<file path="src/rtl/rgb_pattern_led_if.sv">
// rgb_pattern_led_if: configuration and status bundle for rgb_pattern_led.
//   cfg_load    : one-cycle strobe that captures mode/level/period into the shadow
//   cfg_mode    : 0=OFF, 1=SOLID, 2=BLINK, 3=BREATHE
//   cfg_level   : per-channel brightness, channel n at [n*PWM_BITS +: PWM_BITS]
//   cfg_period  : ticks per blink half-period / breathe step (0 behaves as 1)
//   cfg_pending : shadow captured but not yet applied
//   led         : registered LED drive
//   env         : current breathe envelope
// master = configuring side, slave = the LED driver.
interface rgb_pattern_led_if #(
  parameter int CHANNELS = 3,
  parameter int PWM_BITS = 8
);
  logic                         cfg_load;
  logic [1:0]                   cfg_mode;
  logic [CHANNELS*PWM_BITS-1:0] cfg_level;
  logic [15:0]                  cfg_period;
  logic                         cfg_pending;
  logic [CHANNELS-1:0]          led;
  logic [PWM_BITS-1:0]          env;

  modport master (
    output cfg_load, cfg_mode, cfg_level, cfg_period,
    input  cfg_pending, led, env
  );

  modport slave (
    input  cfg_load, cfg_mode, cfg_level, cfg_period,
    output cfg_pending, led, env
  );
endinterface

</file>
<file path="src/rtl/rgb_pattern_led.sv">
// rgb_pattern_led: multi-channel PWM LED pattern driver.
// Ports:
//   clk : system clock
//   rst : synchronous, active-high reset
//   bus : rgb_pattern_led_if.slave (config inputs, cfg_pending/led/env outputs)
// Configuration is double-buffered: cfg_load fills a shadow, which is copied to
// the active registers only on the last cycle of a PWM frame.
//
// Pattern modes:
//   mode         | meaning
//   MODE_OFF     | all channels dark
//   MODE_SOLID   | duty = level
//   MODE_BLINK   | duty = level while blink_phase=1, else 0
//   MODE_BREATHE | duty = (level*env) >> PWM_BITS, env ramps 0..max..0
module rgb_pattern_led #(
  parameter int CHANNELS   = 3,
  parameter int PWM_BITS   = 8,
  parameter int CLK_HZ     = 24000000,
  parameter int TICK_HZ    = 1000,
  parameter int ACTIVE_LOW = 0
) (
  input logic               clk,
  input logic               rst,
  rgb_pattern_led_if.slave  bus
);
  localparam int DIV = CLK_HZ / TICK_HZ;
  localparam int PW  = (DIV > 1) ? $clog2(DIV) : 1;
  localparam logic [PW-1:0]       PRESC_MAX = PW'(DIV - 1);
  localparam logic [PWM_BITS-1:0] ENV_MAX   = {PWM_BITS{1'b1}};
  localparam logic                INV       = (ACTIVE_LOW != 0);
  localparam int LW = CHANNELS * PWM_BITS;

  typedef enum logic [1:0] {
    MODE_OFF     = 2'd0,
    MODE_SOLID   = 2'd1,
    MODE_BLINK   = 2'd2,
    MODE_BREATHE = 2'd3
  } mode_e;

  logic [PW-1:0]       presc_q, presc_d;
  logic [PWM_BITS-1:0] pwm_cnt_q, pwm_cnt_d;
  mode_e               sh_mode_q, sh_mode_d, mode_q, mode_d;
  logic [LW-1:0]       sh_level_q, sh_level_d, level_q, level_d;
  logic [15:0]         sh_period_q, sh_period_d, period_q, period_d;
  logic                pending_q, pending_d;
  logic [15:0]         step_cnt_q, step_cnt_d;
  logic                blink_phase_q, blink_phase_d;
  logic [PWM_BITS-1:0] env_q, env_d;
  logic                dir_down_q, dir_down_d;
  logic [CHANNELS-1:0] led_q, led_d;

  logic                  tick, frame_end, apply, evt;
  logic [PWM_BITS-1:0]   lvl, duty;
  logic [2*PWM_BITS-1:0] prod;

  always_comb begin
    presc_d       = (presc_q == PRESC_MAX) ? '0 : presc_q + 1'b1;
    pwm_cnt_d     = pwm_cnt_q + 1'b1;
    sh_mode_d     = sh_mode_q;
    sh_level_d    = sh_level_q;
    sh_period_d   = sh_period_q;
    pending_d     = pending_q;
    mode_d        = mode_q;
    level_d       = level_q;
    period_d      = period_q;
    step_cnt_d    = step_cnt_q;
    blink_phase_d = blink_phase_q;
    env_d         = env_q;
    dir_down_d    = dir_down_q;
    evt           = 1'b0;

    tick      = (presc_q == PRESC_MAX);
    frame_end = (pwm_cnt_q == ENV_MAX);
    apply     = frame_end && pending_q;

    if (apply) begin
      mode_d        = sh_mode_q;
      level_d       = sh_level_q;
      period_d      = sh_period_q;
      pending_d     = 1'b0;
      step_cnt_d    = '0;
      blink_phase_d = 1'b1;
      env_d         = '0;
      dir_down_d    = 1'b0;
    end else if (tick) begin
      // period_q is already the effective period (never 0)
      if (step_cnt_q == period_q - 16'd1) begin
        step_cnt_d = '0;
        evt        = 1'b1;
      end else begin
        step_cnt_d = step_cnt_q + 16'd1;
      end
      if (evt && mode_q == MODE_BLINK) begin
        blink_phase_d = ~blink_phase_q;
      end
      // envelope saturates at both ends and reverses direction there
      if (evt && mode_q == MODE_BREATHE) begin
        if (!dir_down_q) begin
          if (env_q != ENV_MAX) env_d = env_q + 1'b1;
          if (env_q >= ENV_MAX - 1'b1) dir_down_d = 1'b1;
        end else begin
          if (env_q != '0) env_d = env_q - 1'b1;
          if (env_q <= PWM_BITS'(1)) dir_down_d = 1'b0;
        end
      end
    end

    // placed after apply so a load in the apply cycle keeps pending set
    if (bus.cfg_load) begin
      sh_mode_d   = mode_e'(bus.cfg_mode);
      sh_level_d  = bus.cfg_level;
      sh_period_d = (bus.cfg_period == 16'd0) ? 16'd1 : bus.cfg_period;
      pending_d   = 1'b1;
    end
  end

  always_comb begin
    led_d = '0;
    lvl   = '0;
    duty  = '0;
    prod  = '0;
    for (int n = 0; n < CHANNELS; n++) begin
      lvl  = level_q[n*PWM_BITS +: PWM_BITS];
      prod = {{PWM_BITS{1'b0}}, lvl} * {{PWM_BITS{1'b0}}, env_q};
      case (mode_q)
        MODE_SOLID:   duty = lvl;
        MODE_BLINK:   duty = blink_phase_q ? lvl : '0;
        MODE_BREATHE: duty = prod[2*PWM_BITS-1:PWM_BITS];
        default:      duty = '0;
      endcase
      led_d[n] = (pwm_cnt_q < duty) ^ INV;
    end
  end

  always_ff @(posedge clk) begin
    if (rst) begin
      presc_q       <= '0;
      pwm_cnt_q     <= '0;
      sh_mode_q     <= MODE_OFF;
      sh_level_q    <= '0;
      sh_period_q   <= 16'd1;
      pending_q     <= 1'b0;
      mode_q        <= MODE_OFF;
      level_q       <= '0;
      period_q      <= 16'd1;
      step_cnt_q    <= '0;
      blink_phase_q <= 1'b1;
      env_q         <= '0;
      dir_down_q    <= 1'b0;
      led_q         <= {CHANNELS{INV}};
    end else begin
      presc_q       <= presc_d;
      pwm_cnt_q     <= pwm_cnt_d;
      sh_mode_q     <= sh_mode_d;
      sh_level_q    <= sh_level_d;
      sh_period_q   <= sh_period_d;
      pending_q     <= pending_d;
      mode_q        <= mode_d;
      level_q       <= level_d;
      period_q      <= period_d;
      step_cnt_q    <= step_cnt_d;
      blink_phase_q <= blink_phase_d;
      env_q         <= env_d;
      dir_down_q    <= dir_down_d;
      led_q         <= led_d;
    end
  end

  assign bus.cfg_pending = pending_q;
  assign bus.led         = led_q;
  assign bus.env         = env_q;
endmodule

</file>
<file path="src/flat_wrapper.sv">
// flat-port wrapper written by rule: the top's interface ports become plain ports
module rgb_pattern_led_flat 
#(
  parameter int CHANNELS   = 3,
  parameter int PWM_BITS   = 8,
  parameter int CLK_HZ     = 24000000,
  parameter int TICK_HZ    = 1000,
  parameter int ACTIVE_LOW = 0
)
  (clk, rst, bus_cfg_load, bus_cfg_mode, bus_cfg_level, bus_cfg_period, bus_cfg_pending, bus_led, bus_env);
  rgb_pattern_led_if #(.CHANNELS(CHANNELS), .PWM_BITS(PWM_BITS)) bus_i ();
  input logic clk;
  input logic rst;
  input wire logic [$bits(bus_i.cfg_load)-1:0] bus_cfg_load;
  input wire logic [$bits(bus_i.cfg_mode)-1:0] bus_cfg_mode;
  input wire logic [$bits(bus_i.cfg_level)-1:0] bus_cfg_level;
  input wire logic [$bits(bus_i.cfg_period)-1:0] bus_cfg_period;
  output wire logic [$bits(bus_i.cfg_pending)-1:0] bus_cfg_pending;
  output wire logic [$bits(bus_i.led)-1:0] bus_led;
  output wire logic [$bits(bus_i.env)-1:0] bus_env;
  assign bus_i.cfg_load = bus_cfg_load;
  assign bus_i.cfg_mode = bus_cfg_mode;
  assign bus_i.cfg_level = bus_cfg_level;
  assign bus_i.cfg_period = bus_cfg_period;
  assign bus_cfg_pending = bus_i.cfg_pending;
  assign bus_led = bus_i.led;
  assign bus_env = bus_i.env;
  rgb_pattern_led #(.CHANNELS(CHANNELS), .PWM_BITS(PWM_BITS), .CLK_HZ(CLK_HZ), .TICK_HZ(TICK_HZ), .ACTIVE_LOW(ACTIVE_LOW)) u_core (.clk(clk), .rst(rst), .bus(bus_i));
endmodule
</file>
<file path="config.mk">
export PLATFORM = sky130hd
export DESIGN_NAME = rgb_pattern_led_flat
export DESIGN_NICKNAME = d
export VERILOG_FILES = /design/src/rtl/rgb_pattern_led_if.sv /design/src/rtl/rgb_pattern_led.sv /design/src/flat_wrapper.sv
export SDC_FILE = /design/constraint.sdc
export NUM_CORES = 1
export LEC_CHECK = 0
export ABC_AREA = 0
export CAP_MARGIN = 0
export CORE_ASPECT_RATIO = 0.75
export CORE_UTILIZATION = 30
export DETAILED_ROUTE_END_ITERATION = 12
export GPL_TIMING_DRIVEN = 0
export PLACE_DENSITY = 0.43
export SKIP_LAST_GASP = 1
export SYNTH_ARGS = -nofsm -noshare
export SYNTH_HDL_FRONTEND = slang
export SYNTH_SLANG_ARGS = --single-unit
</file>
<file path="constraint.sdc">
create_clock -name clk -period 7.9 [get_ports clk]
set_input_delay 1.58 -clock clk [delete_from_list [all_inputs] [get_ports clk]]
set_output_delay 1.58 -clock clk [all_outputs]
set_load 0.01 [all_outputs]
</file>
After elaboration in Yosys (flattened, before gate mapping)

Cells that the tools add are included.

Flip-flop bits (word level): 137
Bits in latches: 0
RAM bits: 0
Bits in read-only memories: 0
Bits of input ports: 45
Output and inout bits: 12
Logic and storage cells: 68
Memories: 0

Add/sub/neg operators: 6
Multipliers: 3
Divide/modulo/power cells: 0
Magnitude comparators: 5
Equality and inequality tests: 8
Shift operators: 0
Multiplexer cells: 19
Bitwise gates (word level): 1
Reduce and logical (&&, ||, !) cells: 12

Operators by type and width:

| kind                                                 | number |
|---|---|
| one-hot mux 8 bit (3 select lines)                   | 3 |
| multiplier 8 x 8 -> 16 bit                           | 3 |
| 2-to-1 mux 8 bit                                     | 6 |
| 2-to-1 mux 16 bit                                    | 2 |
| less-than comparator 8 bit                           | 3 |
| adder 16 x 1 -> 16 bit (second input constant)       | 1 |
| adder 8 x 1 -> 8 bit (second input constant)         | 2 |
| == test 16 bit                                       | 1 |
| logical NOT 16 bit                                   | 1 |
| subtractor 16 x 1 -> 16 bit (second input constant)  | 1 |
| adder 15 x 1 -> 15 bit (second input constant)       | 1 |
| == test 15 bit (second input constant)               | 1 |
| == test 8 bit (second input constant)                | 1 |
| >= comparator 8 bit (second input constant)          | 1 |
| <= comparator 8 x 1 -> 1 bit (second input constant) | 1 |
| 2-to-1 mux 1 bit                                     | 8 |
| inequality test 8 bit (second input constant)        | 1 |
| nonzero test 8 bit                                   | 1 |
| subtractor 8 x 1 -> 8 bit (second input constant)    | 1 |
| == test 2 bit (second input constant)                | 2 |
| AND reduction 2 bit                                  | 2 |
| AND reduction 4 bit                                  | 1 |
| nonzero test 2 bit                                   | 2 |
| OR reduction 2 bit                                   | 2 |
| other kinds (4)                                      | 6 |

Longest topological paths before layout

Depth after elaboration: 7
Mapped depth: 25
Mapped depth without buffers: 23

Worst setup path after synthesis

No wires, ideal clock.

Path type: register -> register
Start: register u_core.env_q[6] (netlist: u_core.bus.env[6])
End: register u_core.led_q[0] (netlist: u_core.bus.led[0])
Library setup time: 106 ps
Arrival time: 6137 ps
Data required time: 7794 ps
Setup slack: 1657 ps
Stages on the path, launching flop included: 23
Buffers on the path: 2
Period minus slack after synthesis: 6243 ps
Path through: dfxtp_1 > clkbuf_1 > clkbuf_1 > nand2_1 > fa_1 > fa_1 > inv_1 > fa_1 > inv_1 > fa_1 > inv_1 > ha_1 > a2111oi_0 > o21ai_0 > a221oi_1 > nor2_1 > a2111oi_1 > o21bai_1 > xnor2_1 > a2bb2oi_1 > ha_1 > or4_1 > o311ai_0

Word-level cells in the longest chain between the ends: 3

Ends and longest elaborated chain:

| element                            | line                   | source |
|---|---|---|
| start: declaration                 | rgb_pattern_led.sv:48  | `logic [PWM_BITS-1:0] env_q, env_d;` |
| start signal: assignment           | rgb_pattern_led.sv:163 | `env_q <= env_d;` |
| multiplier 8 x 8 -> 16 bit         | rgb_pattern_led.sv:124 | `prod = {{PWM_BITS{1'b0}}, lvl} * {{PWM_BITS{1'b0}}, env_q};` |
| one-hot mux 8 bit (3 select lines) | rgb_pattern_led.sv:125 | `case (mode_q)` |
| less-than comparator 8 bit         | rgb_pattern_led.sv:131 | `led_d[n] = (pwm_cnt_q < duty) ^ INV;` |
| end signal: assignment             | rgb_pattern_led.sv:150 | `led_q <= {CHANNELS{INV}};` |
| end signal: assignment             | rgb_pattern_led.sv:165 | `led_q <= led_d;` |
| end: declaration                   | rgb_pattern_led.sv:50  | `logic [CHANNELS-1:0] led_q, led_d;` |

Every way passes these cells.
A chain may end at the register's enable or synchronous reset.

Worst setup path in the final report

Start: register u_core.env_q[5] (netlist: u_core.bus.env[5])
End: register u_core.led_q[0] (netlist: u_core.bus.led[0])

The elaborated chain is that of the path after synthesis.

==> reports/results.ini <==
[global_route]
grt_pass1_vias=9307
grt_usage=0.167
grt_antenna_before_repair=0
overflow=0
grt_max_degree=17
grt_pass1_wl_mm=53.1

[yosys]
ys_ff_latch=137
syn-cell-area_um2=12200
synth_fp_nets=1682
yosys_warnings=0
synth_edf_count=0
yosys.area.top_type_share=0.226
synth_seq_area_share=0.226
synth_flop_cell=dfxtp_1
synth_area_leaders=dfxtp_1, fa_1, ha_1
ys_types=69
avgSynthCellArea_um2=8.66
yosys.area.top_type=dfxtp_1
syn-instance-count=1403
synth-async-reset-ratio=0

[clocking]
postCtsSetupBuffers=0
cts_hold_buf=0
path_clk_slew_ps=60
clock_latency_ps=440
tritoncts=yes
cts_max_level=4
ctsResizeCount=0
cts_sinks=137
cts_max_path_buffers=2
cts_root_buffer=clkbuf_16
cts_buffers=17

[floorplan]
die_w_um=234
std_cell_rows=63
chipHeight_um=176
dieArea_um2=41300
core_area_um2=39700
num_io_pins=57
initial_core_util=0.306

[placed_design]
numPortBuffers=55
post-dp-hpwl_mm=26.3
gp_congestion=0.770

[drt]
vias_per_cell=4.70
wl_mm=32.6
num_vias=9451
drt_pass1_iterations=5
detail_route.wl_per_cell_um=16.2
drtAntennaViolNets=0
drt_first_iter_violations=421
route.detailed.drc=0

[layout]
layout-drive-gt1-share=0.0342
diodes=0
area_growth_pct=14.5
nNetsFinal=1756
final_core_util=0.350

[timing]
setup-tns-final_ps=0
rsz0062_at_grt=false
worst-slew-pin-transition_ps=1080
clock_skew_ps=15.8
setup_violations=0
drv_slew=0
slew_headroom=0.276
finalHoldViolations=0
period_minus_slack_ps=7450
final.period_utilization=0.943
timing.fmax_ghz=0.134

[power]
p_total_w=0.00158
ir_worst_vdd_mv=0.110
leakagePower_nw=6.26
power.density_nw_per_um2=113

[critical_path]
end_kind=flop
path_class=flop to flop
crit_path_start=u_core.bus.env[5]
r2r-start=u_core.bus.env[5]
cp_data_required_time_ps=8210
cp-start-kind=flop
cp_data_arrival_time_ps=7750
cp_max_fo=10

[flow_run]
cap_violations=0

[status]
status=completed

[worst_hold_path]
holdCritStartpoint=u_core.sh_period_q[13]
hold_class=flop to flop

-- final cells by class --
cell class                      instances  area, µm²
Clock buffer                           19        433
Inverter                              152        571
Tap cell                              520        651
Clock inverter                         13        120
Sequential cell                       137       2740
Multi-Input combinational cell       1047       8580
Timing Repair Buffer                   55        551
Fill cell                            4222      25800
Buffer                                 67        268
-- cells in the final DEF, fill, tap and decap left out, types with 10 or more instances in the layout --
cell             netlist  layout
nand3_1               23      23
clkbuf_1              57      59
nor3_1                10      10
nand4_1               12      12
clkbuf_16              0      17
clkdlybuf4s50_1        0      55
a21oi_1               67      67
a22oi_1               17      17
inv_1                152     152
and3_1                11      11
o21ai_0               13      13
nand2_1              149     149
ha_1                 129     129
xnor2_1               47      47
dfxtp_1              137     137
nor2_1               122     122
fa_1                 105     105
xor2_1                30      30
and2_1               157     157
mux2i_1               43      43
-- state kept, by name, indices dropped and copies added (netlist names), 8 cells and up --
register / cells
u_core.bus.env: 8
u_core.period_q: 16
u_core.sh_period_q: 16
u_core.sh_level_q: 24
u_core.step_cnt_q: 16
u_core.pwm_cnt_q: 8
u_core.presc_q: 15
u_core.level_q: 24
-- per-stage QoR --
stage	cells	worst slack [ps]	instance area [µm²]	hold slack, ps
6_report	2010	454	13900	448
5_1_grt	2010	7.97	13900	469
4_1_cts	2010	186	13900	453
3_5_place_dp	1978	196	13400	448
3_3_place_gp	1978	236	13400	442
2_1_floorplan	1403	1660	12200	430
-- routing by layer --
metal  track usage  vias to the layer above  wire length, µm
met5             0                        -                0
met4        0.0360                        0              320
met3        0.0223                       17              801
met2         0.230                      100            12600
met1         0.270                     4591            18900
li1              -                     4743                -
-- worst paths after layout --
kind / endpoint / slack, ps / depth (start not counted)
setup reg to reg: u_core.bus.led[0] / 450 / 22
hold reg to reg: u_core.period_q[13] / 450 / 2
hold / removal: u_core.period_q[13] / 450 / 2
setup / recovery: u_core.bus.led[0] / 450 / 22
-- cell families (layout without fill, tap and decap cells) --
kind of cell / after synthesis / count (layout) / synth area share
flops: 137 / 137 / 0.226
simple gates: 528 / 528 / 0.221
compound gates: 164 / 164 / 0.0872
buf+inv: 219 / 306 / 0.0690
xor+xnor: 77 / 77 / 0.0555
fa+ha+maj: 234 / 234 / 0.306
mux: 44 / 44 / 0.0363
-- critical path, stage by stage, from the launching register on --
cell,delay [ps]
dfxtp_1,410
clkbuf_1,440
clkbuf_1,550
nand2_1,140
fa_1,480
fa_1,550
inv_1,60
fa_1,530
inv_1,50
fa_1,530
inv_1,40
ha_1,230
a2111oi_0,350
o21ai_0,250
a221oi_2,510
nor2_1,100
a2111oi_1,730
o21bai_1,160
xnor2_1,180
a2bb2oi_1,200
ha_1,250
or4_1,460
o311ai_0,120
-- Yosys cell counts (3+ instances only) --
cell type  count
xnor2_1       47
fa_1         105
nand2_1      149
inv_1        152
o21a_1         8
nor2b_1        5
nor4_1         6
nand4_1       12
and4_1         3
a22oi_1       17
nand3_1       23
mux2i_1       43
a21oi_1       67
a31oi_1        8
xor2_1        30
ha_1         129
dfxtp_1      137
nor3_1        10
and3_1        11
clkbuf_1      57
nand2b_1       5
o21ai_0       13
or4_1          3
a221oi_1       3
a21o_1         5
and2_1       157
a2111oi_0      4
nor2_1       122
o21bai_1       4
a31o_1         5
buf_1          6
a211oi_1       6
nand4b_1       4
-- where the power goes --
part / internal (W) / total, W / switching [W]
registers: 0.000708 / 0.000720 / 0.0000116
clock network: 0.000435 / 0.000766 / 0.000331
logic: 0.0000478 / 0.0000921 / 0.0000443
(Power assumes the default switching activity.)
